**src/rtl/pio_irq_pkg.sv**
```systemverilog
// Shared definitions for the PIO interrupt-servicing initiator:
// FSM state encoding, PIO register indices and Avalon-MM command helpers.
package pio_irq_pkg;

   // Bus sequencer states
   typedef enum logic [2:0] {
      StInitMask,
      StInitClr,
      StGuard,
      StIdle,
      StRead,
      StClear
   } state_e;

   // PIO register indices
   localparam logic [1:0] PIO_ADDR_DATA = 2'd0;
   localparam logic [1:0] PIO_ADDR_MASK = 2'd2;
   localparam logic [1:0] PIO_ADDR_EDGE = 2'd3;

   // One cycle worth of Avalon-MM initiator outputs
   typedef struct packed {
      logic        chipselect;
      logic        write_n;
      logic [1:0]  address;
      logic [31:0] writedata;
   } avm_cmd_t;

   // Bus parked: no strobe, write_n inactive, address/data at zero
   function automatic avm_cmd_t avm_idle();
      avm_cmd_t cmd;
      cmd.chipselect = 1'b0;
      cmd.write_n    = 1'b1;
      cmd.address    = PIO_ADDR_DATA;
      cmd.writedata  = 32'd0;
      return cmd;
   endfunction

   // Single-cycle register write
   function automatic avm_cmd_t avm_write(input logic [1:0] addr, input logic [31:0] data);
      avm_cmd_t cmd;
      cmd.chipselect = 1'b1;
      cmd.write_n    = 1'b0;
      cmd.address    = addr;
      cmd.writedata  = data;
      return cmd;
   endfunction

   // Register read strobe; held by the caller for the full read latency
   function automatic avm_cmd_t avm_read(input logic [1:0] addr);
      avm_cmd_t cmd;
      cmd.chipselect = 1'b1;
      cmd.write_n    = 1'b1;
      cmd.address    = addr;
      cmd.writedata  = 32'd0;
      return cmd;
   endfunction

endpackage

```
**src/rtl/pio_evt_slot.sv**
```systemverilog
// Single-entry event holding register. New captures either load the slot
// (empty or being accepted) or OR-merge into an unaccepted event, which
// raises a sticky overflow flag.
module pio_evt_slot
   import pio_irq_pkg::*;
#(
   parameter int unsigned DATA_W = 2
) (
   input  logic              clk,
   input  logic              reset,
   input  logic              cap_valid,
   input  logic [DATA_W-1:0] cap_data,
   output logic              evt_valid,
   output logic [DATA_W-1:0] evt_data,
   input  logic              evt_ready,
   output logic              evt_overflow,
   input  logic              ovf_clr
);

   logic              valid_q, valid_d;
   logic [DATA_W-1:0] data_q, data_d;
   logic              ovf_q, ovf_d;
   logic              ovf_set;
   logic              accept;
   logic              new_cap;

   assign accept  = valid_q & evt_ready;
   // An all-zero capture is a spurious interrupt and leaves the slot untouched
   assign new_cap = cap_valid & (|cap_data);

   // Next-state for slot contents, handshake and overflow
   always_comb begin
      valid_d = valid_q;
      data_d  = data_q;
      ovf_set = 1'b0;
      if (new_cap) begin
         if (!valid_q || accept) begin
            data_d  = cap_data;
            valid_d = 1'b1;
         end else begin
            data_d  = data_q | cap_data;
            ovf_set = 1'b1;
         end
      end else if (accept) begin
         // data is kept on accept; only valid drops
         valid_d = 1'b0;
      end
      // A merge in the same cycle as a clear request keeps the flag set
      if (ovf_set) begin
         ovf_d = 1'b1;
      end else if (ovf_clr) begin
         ovf_d = 1'b0;
      end else begin
         ovf_d = ovf_q;
      end
   end

   // Slot state registers
   always_ff @(posedge clk) begin
      if (reset) begin
         valid_q <= 1'b0;
         data_q  <= '0;
         ovf_q   <= 1'b0;
      end else begin
         valid_q <= valid_d;
         data_q  <= data_d;
         ovf_q   <= ovf_d;
      end
   end

   assign evt_valid    = valid_q;
   assign evt_data     = data_q;
   assign evt_overflow = ovf_q;

endmodule

```
**src/rtl/pio_irq_master.sv**
```systemverilog
// Avalon-MM initiator that services a PIO edge-capture interrupt: programs
// the irq mask after reset, then on each interrupt reads and clears the
// edge-capture register and hands the captured bits to an event slot.
module pio_irq_master
   import pio_irq_pkg::*;
#(
   parameter int unsigned       DATA_W       = 2,
   parameter int unsigned       READ_LATENCY = 1,
   parameter logic [DATA_W-1:0] INIT_MASK    = {DATA_W{1'b1}}
) (
   input  logic              clk,
   input  logic              reset,
   output logic [1:0]        avm_address,
   output logic              avm_chipselect,
   output logic              avm_write_n,
   output logic [31:0]       avm_writedata,
   input  logic [31:0]       avm_readdata,
   input  logic              irq,
   output logic              evt_valid,
   output logic [DATA_W-1:0] evt_data,
   input  logic              evt_ready,
   output logic              evt_overflow,
   input  logic              ovf_clr
);

   localparam int unsigned RL    = (READ_LATENCY < 1) ? 1 : READ_LATENCY;
   localparam int unsigned CNT_W = (RL < 2) ? 1 : $clog2(RL + 1);
   localparam logic [CNT_W-1:0] RL_CNT = CNT_W'(RL);

   state_e            state_q;
   logic [CNT_W-1:0]  cnt_q;
   avm_cmd_t          bus_q;
   logic [DATA_W-1:0] cap_q;
   logic              cap_vld_q;

   // Each state drives the bus for the following cycle and picks its successor.
   // Reading readdata on the CLEAR edge samples the last READ bus cycle.
   always_ff @(posedge clk) begin
      if (reset) begin
         state_q   <= StInitMask;
         cnt_q     <= '0;
         bus_q     <= avm_idle();
         cap_q     <= '0;
         cap_vld_q <= 1'b0;
      end else begin
         cap_vld_q <= 1'b0;
         unique case (state_q)
            StInitMask: begin
               bus_q   <= avm_write(PIO_ADDR_MASK, 32'(INIT_MASK));
               state_q <= StInitClr;
            end
            StInitClr: begin
               bus_q   <= avm_write(PIO_ADDR_EDGE, 32'd0);
               state_q <= StGuard;
            end
            StGuard: begin
               // PIO irq still reflects the pre-clear captures for one cycle
               bus_q   <= avm_idle();
               state_q <= StIdle;
            end
            StIdle: begin
               bus_q <= avm_idle();
               cnt_q <= '0;
               if (irq) begin
                  state_q <= StRead;
               end
            end
            StRead: begin
               bus_q <= avm_read(PIO_ADDR_EDGE);
               if (cnt_q == RL_CNT) begin
                  state_q <= StClear;
               end else begin
                  cnt_q <= cnt_q + CNT_W'(1);
               end
            end
            StClear: begin
               bus_q     <= avm_write(PIO_ADDR_EDGE, 32'd0);
               cap_q     <= avm_readdata[DATA_W-1:0];
               cap_vld_q <= 1'b1;
               state_q   <= StGuard;
            end
            default: begin
               bus_q   <= avm_idle();
               state_q <= StInitMask;
            end
         endcase
      end
   end

   assign avm_chipselect = bus_q.chipselect;
   assign avm_write_n    = bus_q.write_n;
   assign avm_address    = bus_q.address;
   assign avm_writedata  = bus_q.writedata;

   // Upper readdata bits carry nothing for a narrow PIO
   if (DATA_W < 32) begin : g_unused_rd
      logic unused_rd;
      assign unused_rd = ^avm_readdata[31:DATA_W];
   end

   // Event update lands at the end of the CLEAR bus cycle
   pio_evt_slot #(
      .DATA_W (DATA_W)
   ) u_evt_slot (
      .clk          (clk),
      .reset        (reset),
      .cap_valid    (cap_vld_q),
      .cap_data     (cap_q),
      .evt_valid    (evt_valid),
      .evt_data     (evt_data),
      .evt_ready    (evt_ready),
      .evt_overflow (evt_overflow),
      .ovf_clr      (ovf_clr)
   );

endmodule

```
**config.mk**
```make
export PLATFORM = sky130hd
export DESIGN_NAME = pio_irq_master
export DESIGN_NICKNAME = d
export VERILOG_FILES = /design/src/rtl/pio_irq_pkg.sv /design/src/rtl/pio_evt_slot.sv /design/src/rtl/pio_irq_master.sv
export SDC_FILE = /design/constraint.sdc
export NUM_CORES = 1
export LEC_CHECK = 0
export ABC_CLOCK_PERIOD_IN_PS = 850
export CORE_MARGIN = 10
export CORE_UTILIZATION = 26
export CTS_CLUSTER_SIZE = 12
export DETAILED_ROUTE_END_ITERATION = 16
export GPL_ROUTABILITY_DRIVEN = 0
export PLACE_DENSITY = 0.87
export RECOVER_POWER = 25
export SLEW_MARGIN = 10
export SYNTH_ARGS = -nofsm -noshare
export SYNTH_HDL_FRONTEND = slang
export SYNTH_SLANG_ARGS = --single-unit
```
**constraint.sdc**
```tcl
create_clock -name clk -period 0.85 [get_ports clk]
set_input_delay 0.085 -clock clk [delete_from_list [all_inputs] [get_ports clk]]
set_output_delay 0.085 -clock clk [all_outputs]
set_load 0.1 [all_outputs]
```
==> metrics.txt <==
crit path max fanout 2; post-synthesis cell count 88; TritonCTS Sinks 15; Clk Latency, worst-skew pair 290 ps; count of pins over their slew limit 0; CP arrival 900 ps; worst hold slack 93.0 ps; RSZ-0062 raised after global routing true; CP Capture Type output pin; pre-CTS setup slack -261 ps; Hold Vio Cnt, Final 0; GRT Overall Usage 0.0575; DIE AREA 5510 um^2; via count 563; number of synthesized flops with an enable pin 0; Die Wd 74.2 um; vias in the first global route 594; TritonCTS clock tree done; total gr overflow 0; initial DRC count 10; largest net degree at the start of global routing 9; crit path capture evt_overflow; clk_skew 7.31 ps; PortBufs 16; leak pwr 0.499 nW; period utilization 1.16; CTS Buf Count 3; 1st-pass router iterations 2; Tightest Hold Check Type in -> reg; Reg-to-Reg Start state_q[1]; share of cells above drive strength 1 0.389; Final Cell Area 1120 um^2; vias per cell 3.91; routed wire length 1620 um; YS warnings 0; ys async rst share 0; largest cells by area after synthesis dfxtp_1 39%, buf_4 31%, a21oi_1 3.9%; Worst Setup Start Kind flop; status complete, but fails checks; r2r endpoint cap_q[1]; root buffer cell clkbuf_4; hold buffer count at cts 0; Worst Hold Path Cells 2; Cell Rows 19; post-synth top area share 0.393; H-tree depth 1; Finish-stage setup viols 13; placed cells 137; placed cell area 1000 um^2; WL/cell 11.2 um; Initial Utilization 0.275; Syn Area/Cell 8.69 um^2; remaining antenna violation count 0; Area growth, synth to finish 46.0%; Placeable Area 2780 um^2; R2R Setup Slk -70 ps; critical path class reg -> out; wire length of the first global-routing pass 2440 um; peak supply drop 1.13 mV; Req. time, crit path 760 ps; register area share after synthesis 0.393; initial antenna violation count 0; highest clock rate 1010 MHz; PwrDens 2010 nW/um^2; I/O Pins 77; final core occ 0.401; Worst-path clk slew 90 ps; Synth cell types 22; mapped cell area 764 um^2; CTS max path bufs 2; Final HPWL DP 1320 um; diode count 0; Synth area leader dfxtp_1; #FFs+latches synth 15; top_reg_cell synth dfxtp_1; maxcap violations 0; setup tns final -788 ps; violated checks setup timing; Final WS setup -139 ps; fin cells 144; Power Total 2.24 mW; min cycle time layout 989 ps; Final #Nets 151; Worst Reg2Reg Path Length in Cells 3; Die Height 74.2 um; Critical path origin u_evt_slot.evt_overflow; residual DRC count 0
## cells in the final DEF (no fill, tap or decap), types with 3 or more instances in the layout
cell type / n
dfxtp_2: 5
buf_4: 6
dfxtp_1: 4
o21ai_1: 4
a21oi_1: 5
buf_12: 10
nand2_1: 6
buf_6: 4
clkbuf_4: 3
clkdlybuf4s50_1: 5
conb_1: 30
dfxtp_4: 6
nor2_1: 3
## cell type report
cell class              instances  area (um^2)
clock buffers                   4         26.3
fillers                       279         1670
inverters                       2         7.51
multi-input cells              66          362
flip-flops and latches         15          329
well taps                      31         38.8
repair buffers                 26          353
## registers in the layout (all words and copies together) (netlist names)
signal,cells
cnt_q,1
state_q,3
u_evt_slot.evt_valid,1
cap_q,2
u_evt_slot.evt_overflow,1
avm_writedata,1
cap_vld_q,1
avm_write_n,1
u_evt_slot.evt_data,2
avm_address,2
## routing by layer
metal,up-vias,GRT usage,wire length (um)
li1,277,-,-
met1,250,0.0495,590
met2,32,0.0947,755
met3,4,0.0213,201
met4,0,0.0671,70
met5,-,0,0
## kinds of logic after synthesis
| group | Yosys count | share of synthesized area |
|---|---|---|
| compound gates | 15 | 0.111 |
| other cells | 1 | 0.00491 |
| flops | 15 | 0.393 |
| simple gates | 19 | 0.121 |
| buf+inv | 36 | 0.344 |
| mux | 2 | 0.0262 |
## what timing repair did
item,CTS,global route
gates cloned,0,0
gates resized for setup,7,12
pin swaps,2,5
buffers inserted,1,2
endpoints found under the setup margin,17,23
## power by group
group	internal (mW)	switching, mW	total [mW]
Sequential	0.731	0.0459	0.777
Combinational	0.201	0.856	1.06
Clock	0.183	0.223	0.405
## synthesized netlist by cell type (2+ instances only)
library cell,count
dfxtp_1,15
nand2_1,8
mux2i_1,2
a21oi_1,6
inv_1,2
o21ai_0,5
nor2_1,4
buf_4,32
## worst max-delay path: stages, from the launching register on
cell and delay (ps):
dfxtp_4 350, buf_6 110, buf_12 150
## how the worst min path moves through the flow
stage / start / end / slack, ps
2_1_floorplan: reset / avm_address[1] / 170
3_3_place_gp: cnt_q / state_q[0] / 450
3_5_place_dp: cnt_q / state_q[0] / 450
4_1_cts: avm_readdata[0] / cap_q[0] / 420
5_1_grt: reset / avm_address[1] / 120
6_report: reset / avm_address[1] / 90
(Power assumes the default switching activity.)
==> RTL edit 1: new RTL, config.mk and constraints unchanged <==
The parameter `READ_LATENCY` goes from 1 to 2.
--- a/src/rtl/pio_irq_master.sv
+++ b/src/rtl/pio_irq_master.sv
@@ -7,3 +7,3 @@
    parameter int unsigned       DATA_W       = 2,
-   parameter int unsigned       READ_LATENCY = 1,
+   parameter int unsigned       READ_LATENCY = 2,
    parameter logic [DATA_W-1:0] INIT_MASK    = {DATA_W{1'b1}}
Behaviour: not the same (Yosys sat finds a counterexample within 10 cycles, from zero or initial values and one cycle with reset high).
==> RTL edit 1 against the original RTL <==
The run still ends with negative setup slack left; wire length rose by 14%; clock power decreased by 3%; area after synthesis rose by 13%; power increased by 2.0%; sequential share of layout area down 1.8 points; worst setup slack lost 0.15 ns; global-route usage is 0.37 points lower; sequential power rose by 6.3%; sequential cell count increased by 1; cell area is 13% higher; critical path type is now reg -> reg; largest power group unchanged.
==> RTL edit 1: results (changes against the original RTL) <==
metric,value,unit,change
drt_iter0_drc,33,,+23
finalWorstSetupSlack,-0.2891,ns,-0.1497 ns
pre_cts_slack,-0.3203,ns,-0.05970 ns
outcome,finished with violations,,
fin_skew,0.008279,ns,+0.0009681 ns
use_met3,2.189,%,+0.061 points
worst_skew_pair.late_latency,0.27,ns,-0.02 ns
synth_compound_area_share,14.04,%,+2.9 points
synth.distinct_cells,28,,+27%
use_met2,10.28,%,+0.81 points
place_hpwl,1.434,mm,+8.3%
wl_per_cell,10.95,um,-2.5%
drive_gt1_share,41.60,%,+2.7 points
violations,negative setup slack,,
drt_pass1_iterations,3,,+1
leakagePower,0.0005219,uW,+4.5%
hold_depth,3,,+1
cp.arrival,1.32,ns,+0.42 ns
finalSetupViolations,20,,+7
grt_pass1_wl,2.760,mm,+13%
tns,-2.023,ns,-1.235 ns
yosys-top-cells-area,"dfxtp_1 (37%), buf_4 (28%), a21oi_1 (3.5%)",,
ir_drop,0.5114,mV,-55%
crit_path_end,cnt_q[1],,
synth_seq_area_share,37.05,%,-2.2 points
path_max_fanout,3,,+1
min_to,cap_q[1],,
n_fill_cell,306,,+9.7%
worstHoldStart,avm_readdata[1],,
[RTL edit 1: metal layers]
| metal | routed length [um] | share of wire [%] |
|---|---|---|
| met4 | 12 | 0.65 |
| met2 | 1006 | 54 |
| met3 | 124 | 6.7 |
| met1 | 708 | 38 |
| met5 | 0 | 0 |
[RTL edit 1: report_power, final]
group	internal [uW]	switching, uW
Clock	182	213
Sequential	780	46.3
Combinational	207	857
[RTL edit 1: layout make-up]
type | instances | area share (%)
Multi-Input combinational cell | 73 | 35.76
Timing Repair Buffer | 29 | 29.18
Inverter | 3 | 0.8964
Clock buffer | 4 | 2.092
Tap cell | 44 | 4.382
Sequential cell | 16 | 27.69
[RTL edit 1: stage by stage]
step	cells	total power (uW)	cell area [um2]	utilization (%)
after floorplan	127	1814	1039	-
after global placement	161	1856	1140	36.44
after detailed placement	161	1863	1140	36.44
after CTS	166	2267	1204	38.48
after global routing	169	2369	1256	40.16
final	169	2284	1256	40.16
==> RTL edit 2: new RTL, same flow settings <==
Without the edit above. Re-encode `state_e` (6 states) as one-hot, 6 bits wide.
--- a/src/rtl/pio_irq_pkg.sv
+++ b/src/rtl/pio_irq_pkg.sv
@@ -5,9 +5,9 @@
    // Bus sequencer states
-   typedef enum logic [2:0] {
-      StInitMask,
-      StInitClr,
-      StGuard,
-      StIdle,
-      StRead,
-      StClear
+   typedef enum logic [5:0] {
+      StInitMask = 6'b000001,
+      StInitClr  = 6'b000010,
+      StGuard    = 6'b000100,
+      StIdle     = 6'b001000,
+      StRead     = 6'b010000,
+      StClear    = 6'b100000
    } state_e;
Check against the original RTL: same outputs for any inputs over 10 cycles, from zero or initial values and one cycle with reset high; not proved beyond that.
==> RTL edit 2 against the original RTL <==
The run still ends with negative setup slack left; power is 98% higher; wire length is 43% higher; utilization is 0.51 points higher; sequential share of layout area is 3.2 points lower; cell area is 32% higher; die area is 19% higher; fmax is 25% lower; sequential cell count is 3 higher; first-iteration DRC count grew to 3.3 times the old value; area after synthesis is 27% higher; worst setup slack worse by 0.32 ns; largest cell class unchanged; largest power group unchanged; highest routed layer unchanged.
==> RTL edit 2: results (changes against the original RTL) <==
metric,value,unit,change
outcome,finished with violations,,
violations,negative setup slack,,
tns,-4.623,ns,-3.835 ns
drt_pass1_iterations,4,,+2
leakagePower,0.0006276,uW,+26%
stdcell_count,195,,+35%
worst_skew_pair.late_latency,0.25,ns,-0.04 ns
grt_max_degree,11,,+2
pre_cts_slack,-0.7173,ns,-0.4567 ns
n_all_buffers,37,,+42%
synth.distinct_cells,27,,+23%
place_hpwl,1.733,mm,+31%
syn_inst,115,,+31%
post-route-util,40.63,%,+0.51 points
finalSetupViolations,24,,+11
final_nets,185,,+23%
finalWorstSetupSlack,-0.4617,ns,-0.3223 ns
synth_commonest_cells,"buf_4 (32), dfxtp_1 (18), nor2_1 (13)",,
post_dp_cell_area,0.001311,mm2,+31%
synth_seq_area_share,37.26,%,-2.0 points
register_area,387.9,um2,+18%
grt_use_total,7.080,%,+1.3 points
clock_area_share,3.051,%,+0.70 points
vias,772,,+37%
clkbuf_count,3,,-1
root_buffer,clkbuf_8,,
first_global_vias,856,,+44%
wirelength,2.312,mm,+43%
drive_gt1_share,46.94,%,+8.0 points
hold_depth,3,,+1
clkTransAtPathRegs,0.07,ns,-0.02 ns
fin_skew,0.002702,ns,-0.004609 ns
drt_iter0_drc,33,,+23
nonClkBufAreaFrac,29.58,%,-2.0 points
n_fill_cell,347,,+24%
seq_cells,18,,+3
multi_input_area_share,36.78,%,+4.4 points
grt_pass1_wl,3.739,mm,+53%
yosys-top-cells-area,"dfxtp_1 (37%), buf_4 (25%), nor2_1 (5.0%)",,
largest_register_ffs,6,,+3
cp.arrival,1.45,ns,+0.55 ns
-- RTL edit 2: cell types whose count changed in the layout (fill, tap and decap cells not counted), moves of 3 or more --
cell,unedited run,this run
nand2_1,6,3
nor3_2,0,3
nor2_1,3,10
dfxtp_2,5,10
clkbuf_8,0,3
buf_4,6,16
clkbuf_4,3,0
-- RTL edit 2: cell families (layout without fill, tap and decap cells) --
kind of cell,after synthesis,count (layout),share of synthesized area (%)
muxes,2,2,2.070
and+or+nand+nor,37,37,20.31
buffers and inverters,39,42,28.20
AOI/OAI and AO/OA,16,16,9.962
other,1,30,0.3877
DFF,18,18,37.26
xor gates and xnor gates,2,2,1.811
-- RTL edit 2: critical path: stages (launching register included) --
cell and delay, ns:
dfxtp_2 0.32, or3_4 0.37, or3_4 0.35, nor3b_2 0.16
-- RTL edit 2: worst paths after layout --
| kind | to | startpoint | slack [ns] |
|---|---|---|---|
| worst max-delay path | state_q[0] | state_q[3] | -0.46 |
| worst min-delay path | cap_q[0] | avm_readdata[0] | 0.44 |
| worst max register to register | state_q[0] | state_q[3] | -0.46 |
| worst min register to register | state_q[5] | cnt_q | 0.46 |
-- RTL edit 2: what timing repair did --
item	4_1_cts	5_1_grt
pin swaps	10	9
gates resized for setup	23	7
endpoints found under the setup margin	25	27
setup buffers	3	1
-- RTL edit 2: metal layers --
metal / wire, um / track usage, % / part of all wire, % / vias up
li1: - / - / - / 376
met1: 844 / 6.206 / 37 / 363
met2: 1294 / 14.57 / 56 / 31
met3: 134 / 1.435 / 5.8 / 2
met4: 39 / 3.633 / 1.7 / 0
met5: 0 / 0 / 0 / -
-- RTL edit 2: power by group --
group / total [uW] / internal [uW] / switching (uW)
clock network: 595 / 321 / 274
registers: 1120 / 990 / 132
logic: 2720 / 933 / 1790
total: 4440 / 2240 / 2200
